File: config.mk
export PLATFORM = sky130hd
export DESIGN_NAME = raw_scoreboard
export DESIGN_NICKNAME = d
export VERILOG_FILES = /design/src/rtl/raw_scoreboard_pkg.sv /design/src/rtl/raw_scoreboard_slot_queue.sv /design/src/rtl/raw_scoreboard.sv
export SDC_FILE = /design/constraint.sdc
export NUM_CORES = 1
export LEC_CHECK = 0
export ABC_AREA = 1
export CAP_MARGIN = 15
export CORE_UTILIZATION = 40
export CTS_BUF_LIST = sky130_fd_sc_hd__clkbuf_4 sky130_fd_sc_hd__clkbuf_8 sky130_fd_sc_hd__clkbuf_16
export DETAILED_ROUTE_END_ITERATION = 10
export GPL_TIMING_DRIVEN = 0
export PLACE_DENSITY_LB_ADDON = 0.15
export REMOVE_ABC_BUFFERS = 1
export SLEW_MARGIN = 20
export SYNTH_ARGS = -nofsm -noshare
export SYNTH_HDL_FRONTEND = slang
export SYNTH_SLANG_ARGS = --single-unit
export TNS_END_PERCENT = 10
File: constraint.sdc
create_clock -name clk -period 3.2 [get_ports clk]
set_clock_uncertainty 0.1 [all_clocks]
set_input_delay 0.48 -clock clk [delete_from_list [all_inputs] [get_ports clk]]
set_output_delay 0.48 -clock clk [all_outputs]
set_load 0.02 [all_outputs]
File: src/rtl/raw_scoreboard_pkg.sv
// Shared processor definitions for the RAW scoreboard: stall-cause encodings,
// default register-space/latency sizes and the latency clamp helper.
package raw_scoreboard_pkg;

  localparam int DEFAULT_NUM_REGS = 64;
  localparam int DEFAULT_MAX_LAT  = 8;

  typedef enum logic [1:0] {
    CAUSE_NONE = 2'd0,
    CAUSE_RAW  = 2'd1,
    CAUSE_WAW  = 2'd2,
    CAUSE_PORT = 2'd3
  } stall_cause_e;

  // A zero latency still needs one edge to complete; anything beyond the
  // tracked window is pinned to the last slot.
  function automatic int clamp_lat(input int lat, input int max_lat);
    if (lat < 1) return 1;
    if (lat > max_lat) return max_lat;
    return lat;
  endfunction

endpackage

File: src/rtl/raw_scoreboard_slot_queue.sv
// Completion shift queue: slot[0] is the register retiring this cycle, and a
// new write lands in slot[lat-1] after the whole queue has shifted down.
module sb_slot_queue #(
  parameter int MAX_LAT = 8,
  parameter int AW      = 6,
  parameter int LW      = 4
) (
  input  logic                          clk,
  input  logic                          reset,
  input  logic                          ins_en,
  input  logic [LW-1:0]                 ins_lat,
  input  logic [AW-1:0]                 ins_rd,
  output logic [MAX_LAT-1:0]            slot_valid,
  output logic [MAX_LAT-1:0][AW-1:0]    slot_rd
);

  logic [MAX_LAT-1:0]         shift_valid;
  logic [MAX_LAT-1:0][AW-1:0] shift_rd;

  assign shift_valid = {1'b0, slot_valid[MAX_LAT-1:1]};
  assign shift_rd    = {AW'(0), slot_rd[MAX_LAT-1:1]};

  // Empty slots always carry rd=0 so an idle writeback port reads as zero.
  always_ff @(posedge clk) begin
    if (reset) begin
      slot_valid <= '0;
      slot_rd    <= '0;
    end else begin
      for (int i = 0; i < MAX_LAT; i++) begin
        if (ins_en && (LW'(i + 1) == ins_lat)) begin
          slot_valid[i] <= 1'b1;
          slot_rd[i]    <= ins_rd;
        end else begin
          slot_valid[i] <= shift_valid[i];
          slot_rd[i]    <= shift_rd[i];
        end
      end
    end
  end

endmodule

File: src/rtl/raw_scoreboard.sv
// Issue-stage RAW/WAW/writeback-port hazard checker built around a completion
// shift queue; refuses issue combinationally and reports why.
module raw_scoreboard
  import raw_scoreboard_pkg::*;
#(
  parameter int  NUM_REGS  = DEFAULT_NUM_REGS,
  parameter int  MAX_LAT   = DEFAULT_MAX_LAT,
  parameter bit  WB_BYPASS = 1'b1,
  localparam int AW        = $clog2(NUM_REGS),
  localparam int LW        = $clog2(MAX_LAT + 1)
) (
  input  logic                clk,
  input  logic                reset,
  input  logic                iss_valid,
  input  logic [AW-1:0]       iss_rs1,
  input  logic [AW-1:0]       iss_rs2,
  input  logic                iss_rs1_used,
  input  logic                iss_rs2_used,
  input  logic [AW-1:0]       iss_rd,
  input  logic                iss_rd_we,
  input  logic [LW-1:0]       iss_lat,
  output logic                stall,
  output logic [1:0]          stall_cause,
  output logic                wb_valid,
  output logic [AW-1:0]       wb_rd,
  output logic [NUM_REGS-1:0] busy_vec,
  output logic [LW-1:0]       occupancy
);

  logic [MAX_LAT-1:0]         slot_valid;
  logic [MAX_LAT-1:0][AW-1:0] slot_rd;
  logic [LW-1:0]              eff_lat;
  logic                       rd_tracked;
  logic                       raw_hit;
  logic                       waw_hit;
  logic                       port_hit;
  logic                       ins_en;
  stall_cause_e               cause;

  assign eff_lat    = LW'(clamp_lat(int'(iss_lat), MAX_LAT));
  assign rd_tracked = iss_rd_we && (iss_rd != '0);

  // With bypass, the register leaving slot[0] is already forwardable.
  always_comb begin
    busy_vec = '0;
    for (int i = 0; i < MAX_LAT; i++) begin
      if (slot_valid[i] && !(WB_BYPASS && (i == 0))) busy_vec[slot_rd[i]] = 1'b1;
    end
  end

  // The slot that will shift into our target position must be free; a
  // full-window latency has nothing above it to collide with.
  always_comb begin
    port_hit = 1'b0;
    for (int i = 0; i < MAX_LAT; i++) begin
      if (LW'(i) == eff_lat) port_hit = slot_valid[i];
    end
  end

  assign raw_hit = (iss_rs1_used && busy_vec[iss_rs1]) ||
                   (iss_rs2_used && busy_vec[iss_rs2]);
  assign waw_hit = rd_tracked && busy_vec[iss_rd];

  always_comb begin
    cause = CAUSE_NONE;
    if (iss_valid) begin
      if (raw_hit)                    cause = CAUSE_RAW;
      else if (waw_hit)               cause = CAUSE_WAW;
      else if (rd_tracked && port_hit) cause = CAUSE_PORT;
    end
  end

  assign stall       = (cause != CAUSE_NONE);
  assign stall_cause = cause;
  assign ins_en      = iss_valid && !stall && !reset && rd_tracked;

  sb_slot_queue #(
    .MAX_LAT (MAX_LAT),
    .AW      (AW),
    .LW      (LW)
  ) u_slot_queue (
    .clk        (clk),
    .reset      (reset),
    .ins_en     (ins_en),
    .ins_lat    (eff_lat),
    .ins_rd     (iss_rd),
    .slot_valid (slot_valid),
    .slot_rd    (slot_rd)
  );

  assign wb_valid = slot_valid[0];
  assign wb_rd    = slot_rd[0];

  always_comb begin
    occupancy = '0;
    for (int i = 0; i < MAX_LAT; i++) occupancy = occupancy + LW'(slot_valid[i]);
  end

endmodule
==> results of run 1 <==
-- final cells by class --
| cell class | instances | area [um^2] | area share |
|---|---|---|---|
| tap | 285 | 357 | 0.0274 |
| multi-input combinational | 1691 | 8790 | 0.675 |
| clock buffer | 5 | 125 | 0.00961 |
| clock inverter | 3 | 28.8 | 0.00221 |
| timing repair inverter | 2 | 15.0 | 0.00115 |
| inverter | 134 | 593 | 0.0456 |
| timing repair buffer | 192 | 1860 | 0.143 |
| sequential | 56 | 1240 | 0.0954 |
-- worst register-to-register path: cells and delay by family, from the launching register on --
kind | cells | cell delay [ns]
flops | 1 | 0.40
simple gates | 20 | 2.40
buf+inv | 2 | 0.36
-- cell families (layout without fill, tap and decap cells) --
logic type / after synthesis / after routing / synth area share
adders and majority gates: 7 / 7 / 0.0128
and+or+nand+nor: 1650 / 1651 / 0.746
AOI/OAI and AO/OA: 32 / 32 / 0.0184
buffers and inverters: 198 / 336 / 0.100
DFF: 56 / 56 / 0.122
xor gates and xnor gates: 1 / 1 / 0.000954
-- where the power goes --
part	total, mW	internal [mW]	switching [mW]
Combinational	0.521	0.168	0.353
Sequential	0.700	0.685	0.0153
Clock	0.613	0.303	0.310
-- per-layer routing --
metal	wire length [um]	part of all wire
met4	3960	0.075
met1	19700	0.37
met5	0	0
met3	5850	0.11
met2	23400	0.44
-- placed cells by master, fill, tap and decap left out, types with 5 or more instances in the layout --
cell	n
dfxtp_1	9
clkdlybuf4s50_1	88
nand2_4	10
nand3_1	191
dfxtp_4	25
inv_4	10
buf_6	10
nor2_4	110
dfxtp_2	22
clkinvlp_4	12
nand4_1	23
nand3_4	14
nor2_1	314
o21ai_1	9
nand2_2	71
nand4_4	8
nand3_2	50
nor3_4	7
buf_4	72
inv_2	25
inv_1	82
o21ai_0	10
nor2_2	50
buf_12	12
clkbuf_16	5
nand2_1	795
a21oi_1	7
-- state kept, by name, summed over array words and instances (netlist names) --
name                     cells
u_slot_queue.slot_valid      8
u_slot_queue.slot_rd        48
-- per-stage QoR --
step / TNS (ns) / hold slack (ns) / worst slack [ns]
after floorplan: -0.296 / 0.449 / -0.219
after global placement: -158.10 / 0.482 / -3.10
after detailed placement: -93.01 / 0.482 / -1.98
after CTS: -3.94 / 0.445 / -0.448
after global routing: -8.50 / 0.468 / -0.498
final: -4.01 / 0.446 / -0.445
-- timing repair --
action / in CTS / in global routing
buffers inserted: 38 / 49
setup endpoints to repair: 116 / 64
pin swaps: 27 / 68
endpoints found under the hold margin: 0 / 0
cloned: 3 / 0
resized for setup: 388 / 228
-- path summary, 6_finish.rpt --
path	start	to	slack, ns	cells past startpoint
worst max-delay path	u_slot_queue.slot_valid[1]	occupancy[1]	-0.45	8
worst min-delay path	iss_rd[0]	u_slot_queue.slot_rd[36]	0.45	3
worst max register to register	u_slot_queue.slot_rd[8]	u_slot_queue.slot_rd[22]	-0.12	22
worst min register to register	u_slot_queue.slot_rd[46]	u_slot_queue.slot_rd[40]	0.52	4
==> Implementation_results.wiki, run 1 <==
{| class="wikitable"
! Metric !! Value
|-
| Met1 track demand over resource in global routing || 0.552
|-
| Number of placed instances with taps included || 2,270
|-
| Global-route track usage on met3 || 0.0778
|-
| Top cell type by total area after synthesis || nand2_1
|-
| Number of H-tree branching levels || 2
|-
| Final core occ || 0.577
|-
| Buffers on Ports || 105
|-
| Leak || 6.08 nW
|-
| Synthesized cell area || 0.00918 mm^2
|-
| Fraction of registers with async set/reset || 0
|-
| GRT overflow || 0
|-
| CTS tree || yes
|-
| Element type at the critical path start || flop
|-
| DR WL/cell || 22.3 um
|-
| Flip-flop and latch count after synthesis || 56
|-
| Sequential share of the synthesized area || 0.122
|-
| Initial Utilization || 0.407
|-
| Initial antenna violation count || 0
|-
| Global routing's busiest layer || met2
|-
| Final cell area excluding filler cells || 0.0130 mm^2
|-
| Clock root buffer || clkbuf_16
|-
| Kind of cell with the highest combined delay on the critical path || adder cells
|-
| Slew at the pin closest to its max-slew limit || 0.923 ns
|-
| Setup Viol. Count Final || 50
|-
| Routability-driven placement congestion ratio || 1.09
|-
| Fraction of synthesized cell area taken by the top area cell type || 0.347
|-
| Finished Layout Cells || 2,368
|-
| Clock sinks || 56
|-
| ANT cells || 0
|-
| Total count of max-transition violations in the final report || 0
|-
| Highest Clock Rate || 274 MHz
|-
| Post-synth top cells || nand2_1, nor2_1, nand3_1, inv_1, dfxtp_1
|-
| Standard cell area after detailed placement || 0.0102 mm^2
|-
| Result of the run || finished, violations left
|-
| Clock Tree Buf Depth || 2
|-
| Category of the most critical setup path || reg2out
|-
| Die extent in y || 154 um
|-
| Length of the first detailed-routing pass in iterations || 7
|-
| # hold bufs at CTS || 0
|-
| Layout cells sized above 1 || 0.259
|-
| Worst path slowest cell || fa_2
|-
| Fin. Hold Viols || 0
|-
| Number of placement rows || 55
|-
| Routed via count divided by cell count || 5.85
|-
| Final min period || 3.65 ns
|-
| Maximum capacitance violations || 0
|-
| Final antenna-violating net count || 0
|-
| Area growth from synthesis to layout || 41.8%
|-
| Wire length of the first global-routing pass || 76,700 um
|-
| Maximum single-stage delay on the critical path || 0.53 ns
|-
| Type of element capturing the critical path || primary output
|-
| Class of the tightest hold or removal check || in2reg
|-
| M2 GR Usage || 0.698
|-
| Post-detail-place hpwl || 40,700 um
|-
| Average footprint of a synthesized cell || 4.72 um^2
|-
| Warnings, synthesis || 0
|-
| Number of clock buffers inserted by TritonCTS || 5
|-
| Top Ports || 106
|-
| Clock transition at the registers of the reported paths || 0.09 ns
|-
| Synthesized instance count || 1,944
|-
| Share of the clock period used by the worst path || 1.14
|-
| Most numerous cell on the critical path || fa_1
|-
| Commonest register cell after synthesis || dfxtp_1
|-
| Final routed wirelength across all metal layers || 52,900 um
|-
| Required time at the worst-slack endpoint || 2.62 ns
|-
| GRT Overall Usage || 0.439
|-
| Vias after detailed routing || 13,800
|-
| DRT iter0 DRCs || 1,912
|-
| Cell with the most instances after synthesis || nand2_1
|-
| Number of fill cells in the layout || 2,387
|-
| Final Total Pwr || 1.83 mW
|-
| Total Nets Final || 2,117
|-
| IR drop worst, VDD || 0.236 mV
|-
| Worst setup margin || -0.445 ns
|-
| Pin count of the biggest net entering global routing || 43
|-
| Cells along the critical path || fa_1 -> inv_1 -> fa_1 -> fa_1 -> inv_2 -> ha_4 -> fa_2 -> buf_6
|-
| Number of enable-type register cells in the synthesized netlist || 0
|-
| CP Data Arrival Time || 3.07 ns
|-
| Clk_lat worst skew || 0.32 ns
|-
| Yosys cell types || 35
|-
| Core area || 0.0226 mm^2
|-
| Relative max-transition margin || 0.384
|-
| DRC violation count after routing || 0
|-
| Critical path buffers and inverters || 3
|-
| Horizontal die dimension || 154 um
|-
| Violated checks || setup timing
|-
| RSZ-0062 raised after global routing || yes
|-
| Worst-path fanout max || 4
|-
| Via count of the first global-routing pass || 12,200
|-
| Power density cells || 141 mW/mm^2
|-
| Die Footprint || 0.0236 mm^2
|-
| Cell types with the largest area share after synthesis || nand2_1, nor2_1, nand3_1
|}
No activity file was read; power rests on OpenSTA's default activity.
==> run 2, diff against run 1 <==
==> constraint.sdc (replaced) <==
create_clock -name clk -period 3.2 [get_ports clk]
set_clock_uncertainty 0.1 [all_clocks]
set_input_delay 0.32 -clock clk [delete_from_list [all_inputs] [get_ports clk]]
set_output_delay 0.32 -clock clk [all_outputs]
set_load 0.02 [all_outputs]
==> run 2 against run 1 <==
Effect of this change:
- the flow still finishes with violations (setup timing)
- wire length shrank 1.9%
- design area shrank 6.4%
- largest power group unchanged
- sequential cell count is the same
- highest routed layer unchanged
- critical path type unchanged
- critical path depth is the same
- sequential share of layout area grew 0.31 points
- combinational power shrank 8.4%
==> Implementation_results.wiki, run 2 (same netlist as run 1, synthesis figures left out) <==
{| class="wikitable"
! Metric !! Value
|-
| Maximum capacitance violations || 0 (unchanged)
|-
| GRT overflow || 0 (unchanged)
|-
| Top Ports || 106 (unchanged)
|-
| Register with the highest flop count || u_slot_queue.slot_rd
|-
| Initial Utilization || 0.407 (unchanged)
|-
| Number of placed instances with taps included || 2,270 (unchanged)
|-
| Share of total power in combinational logic || 0.265 (-0.019)
|-
| Class of the tightest hold or removal check || in2reg
|-
| Initial antenna violation count || 0 (unchanged)
|-
| Relative max-transition margin || 0.371 (-0.0139)
|-
| Wire length of the first global-routing pass || 76,200 um (-0.75%)
|-
| Horizontal die dimension || 154 um (unchanged)
|-
| Slew at the pin closest to its max-slew limit || 0.941 ns (+0.0180 ns)
|-
| Category of the most critical setup path || reg2out
|-
| Number of H-tree branching levels || 2 (unchanged)
|-
| Worst setup margin || -0.286 ns (+0.159 ns)
|-
| Total Nets Final || 2,079 (-1.8%)
|-
| Share of the clock period used by the worst path || 1.09 (-0.0497)
|-
| Setup WS pre-CTS || -1.66 ns (+0.320 ns)
|-
| Length of the first detailed-routing pass in iterations || 7 (unchanged)
|-
| Vias after detailed routing || 13,500 (-2.4%)
|-
| Die extent in y || 154 um (unchanged)
|-
| DRT iter0 DRCs || 1,850 (-3.2%)
|-
| Hold-critical path depth || 3 (unchanged)
|-
| Required time at the worst-slack endpoint || 2.78 ns (+0.16 ns)
|-
| Result of the run || finished, violations left
|-
| Final min period || 3.49 ns (-0.159 ns)
|-
| Fin. Hold Viols || 0 (unchanged)
|-
| Clk network pwr share || 0.341 (+0.007)
|-
| ANT cells || 0 (unchanged)
|-
| Max FFs per register || 48 (unchanged)
|-
| Highest Clock Rate || 287 MHz (+4.6%)
|-
| Type of element capturing the critical path || primary output
|-
| Element type at the critical path start || flop
|-
| Leading cell type in the layout, fill and taps excluded || nand2_1
|-
| Power density cells || 148 mW/mm^2 (+5.0%)
|-
| Sequential share of power || 0.395 (+0.013)
|-
| Clock sinks || 56 (unchanged)
|-
| Violated checks || setup timing
|-
| Area growth from synthesis to layout || 32.7%
|-
| Core area || 0.0226 mm^2 (unchanged)
|-
| Clock root buffer || clkbuf_16
|-
| Finished Layout Cells || 2,330 (-1.6%)
|-
| Clk_lat worst skew || 0.32 ns (about the same)
|-
| Worst setup path startpoint || u_slot_queue.slot_valid[0]
|-
| R2R cell count || 20 (-9.1%)
|-
| Layout cells sized above 1 || 0.207 (-0.0519)
|-
| GRT Overall Usage || 0.436 (-0.00272)
|-
| Total count of max-transition violations in the final report || 0 (unchanged)
|-
| Min-Delay Endpoint || u_slot_queue.slot_rd[43]
|-
| RSZ-0062 raised after global routing || yes
|-
| Number of clock buffers inserted by TritonCTS || 5 (unchanged)
|-
| Pin count of the biggest net entering global routing || 43 (unchanged)
|-
| Routed via count divided by cell count || 5.80 (-0.78%)
|-
| Leak || 5.76 nW (-5.3%)
|-
| Launch point of the worst hold path || iss_rd[1]
|-
| IR drop worst, VDD || 0.244 mV (+3.6%)
|-
| CTS tree || yes
|-
| Reg-to-Reg End || u_slot_queue.slot_rd[41]
|-
| Startpoint of the lowest-slack register-to-register path || u_slot_queue.slot_valid[2]
|-
| # hold bufs at CTS || 0 (unchanged)
|-
| Final routed wirelength across all metal layers || 51,900 um (-1.9%)
|-
| Worst-path fanout max || 2 (-2)
|-
| Post-detail-place hpwl || 40,700 um (unchanged)
|-
| Routability-driven placement congestion ratio || 1.09 (unchanged)
|-
| Switching Power || 0.653 mW (-3.6%)
|-
| DRC violation count after routing || 0 (unchanged)
|-
| DR WL/cell || 22.3 um (-0.31%)
|-
| Setup Viol. Count Final || 23 (-54%)
|-
| Worst hold margin || 0.327 ns (-0.119 ns)
|-
| Buffers on Ports || 105 (unchanged)
|-
| Most frequent cells in the layout || nand2_1, nor2_1, nand3_1
|-
| Via count of the first global-routing pass || 12,200 (-0.69%)
|-
| Setup slack of the most critical reg-to-reg path || -0.09 ns (+0.03 ns)
|-
| Registers with the highest flip-flop counts || u_slot_queue.slot_rd: 48 flops, u_slot_queue.slot_valid: 8 flops
|-
| Clock Tree Buf Depth || 2 (unchanged)
|-
| Clock transition at the registers of the reported paths || 0.09 ns (about the same)
|-
| CP Data Arrival Time || 3.07 ns (about the same)
|-
| Final antenna-violating net count || 0 (unchanged)
|-
| Cell internal pwr || 1.15 mW (-0.53%)
|-
| Number of placement rows || 55 (unchanged)
|-
| Sw Ratio || 0.362 (-0.00737)
|-
| Die Footprint || 0.0236 mm^2 (unchanged)
|}
run 2: area by class of cell:
class,count,area [um^2]
fill,2453,10400
sequential,56,1200
clock buffer,5,125
multi-input combinational,1690,8360
timing repair buffer,155,1530
tap,285,357
inverter,134,567
timing repair inverter,2,15.0
clock inverter,3,28.8
run 2: worst max path at each step:
stage	endpoint	slack (ns)	depth (start not counted)
CTS	occupancy[1]	-0.29	8
finish	occupancy[1]	-0.29	8
global placement	stall	-2.78	16
floorplan	occupancy[2]	-0.06	8
global route	occupancy[2]	-0.35	9
detailed placement	stall_cause[0]	-1.66	16
run 2: power by group through the flow:
stage | sequential (mW) | clock, mW | combinational [mW]
CTS | 0.712 | 0.616 | 0.449
global placement | 0.731 | 0 | 0.401
floorplan | 0.728 | 0 | 0.213
detailed placement | 0.731 | 0 | 0.401
finish | 0.712 | 0.614 | 0.477
global route | 0.713 | 0.639 | 0.505
run 2: repair_timing:
| item | in CTS | in global routing |
|---|---|---|
| resized for setup | 379 | 81 |
| gates cloned | 2 | 0 |
| buffers inserted | 36 | 14 |
| setup endpoints to repair | 91 | 62 |
| pin swaps | 27 | 18 |
| endpoints found under the hold margin | 0 | 0 |
run 2: worst max-delay path: stages (launching register included):
cell     delay, ns
dfxtp_2       0.34
fa_1          0.52
inv_1         0.05
fa_1          0.46
fa_1          0.50
inv_1         0.05
ha_2          0.18
fa_2          0.54
buf_6         0.11
run 2: metrics by stage:
stage / TNS [ns] / cell area (um^2) / util / power, mW
4_1_cts: -1.47 / 11800 / 0.524 / 1.78
2_1_floorplan: -0.0586 / 8770 / - / 0.941
5_1_grt: -10.54 / 12200 / 0.540 / 1.86
3_5_place_dp: -82.45 / 10200 / 0.450 / 1.13
3_3_place_gp: -147.52 / 10200 / 0.451 / 1.13
6_report: -1.83 / 12200 / 0.540 / 1.80
run 2: metal layers:
layer / GRT usage / vias up / wire (um)
li1: - / 6233 / -
met3: 0.0724 / 190 / 5360
met1: 0.549 / 6208 / 19900
met4: 0.251 / 0 / 3440
met5: 0 / - / 0
met2: 0.702 / 883 / 23200
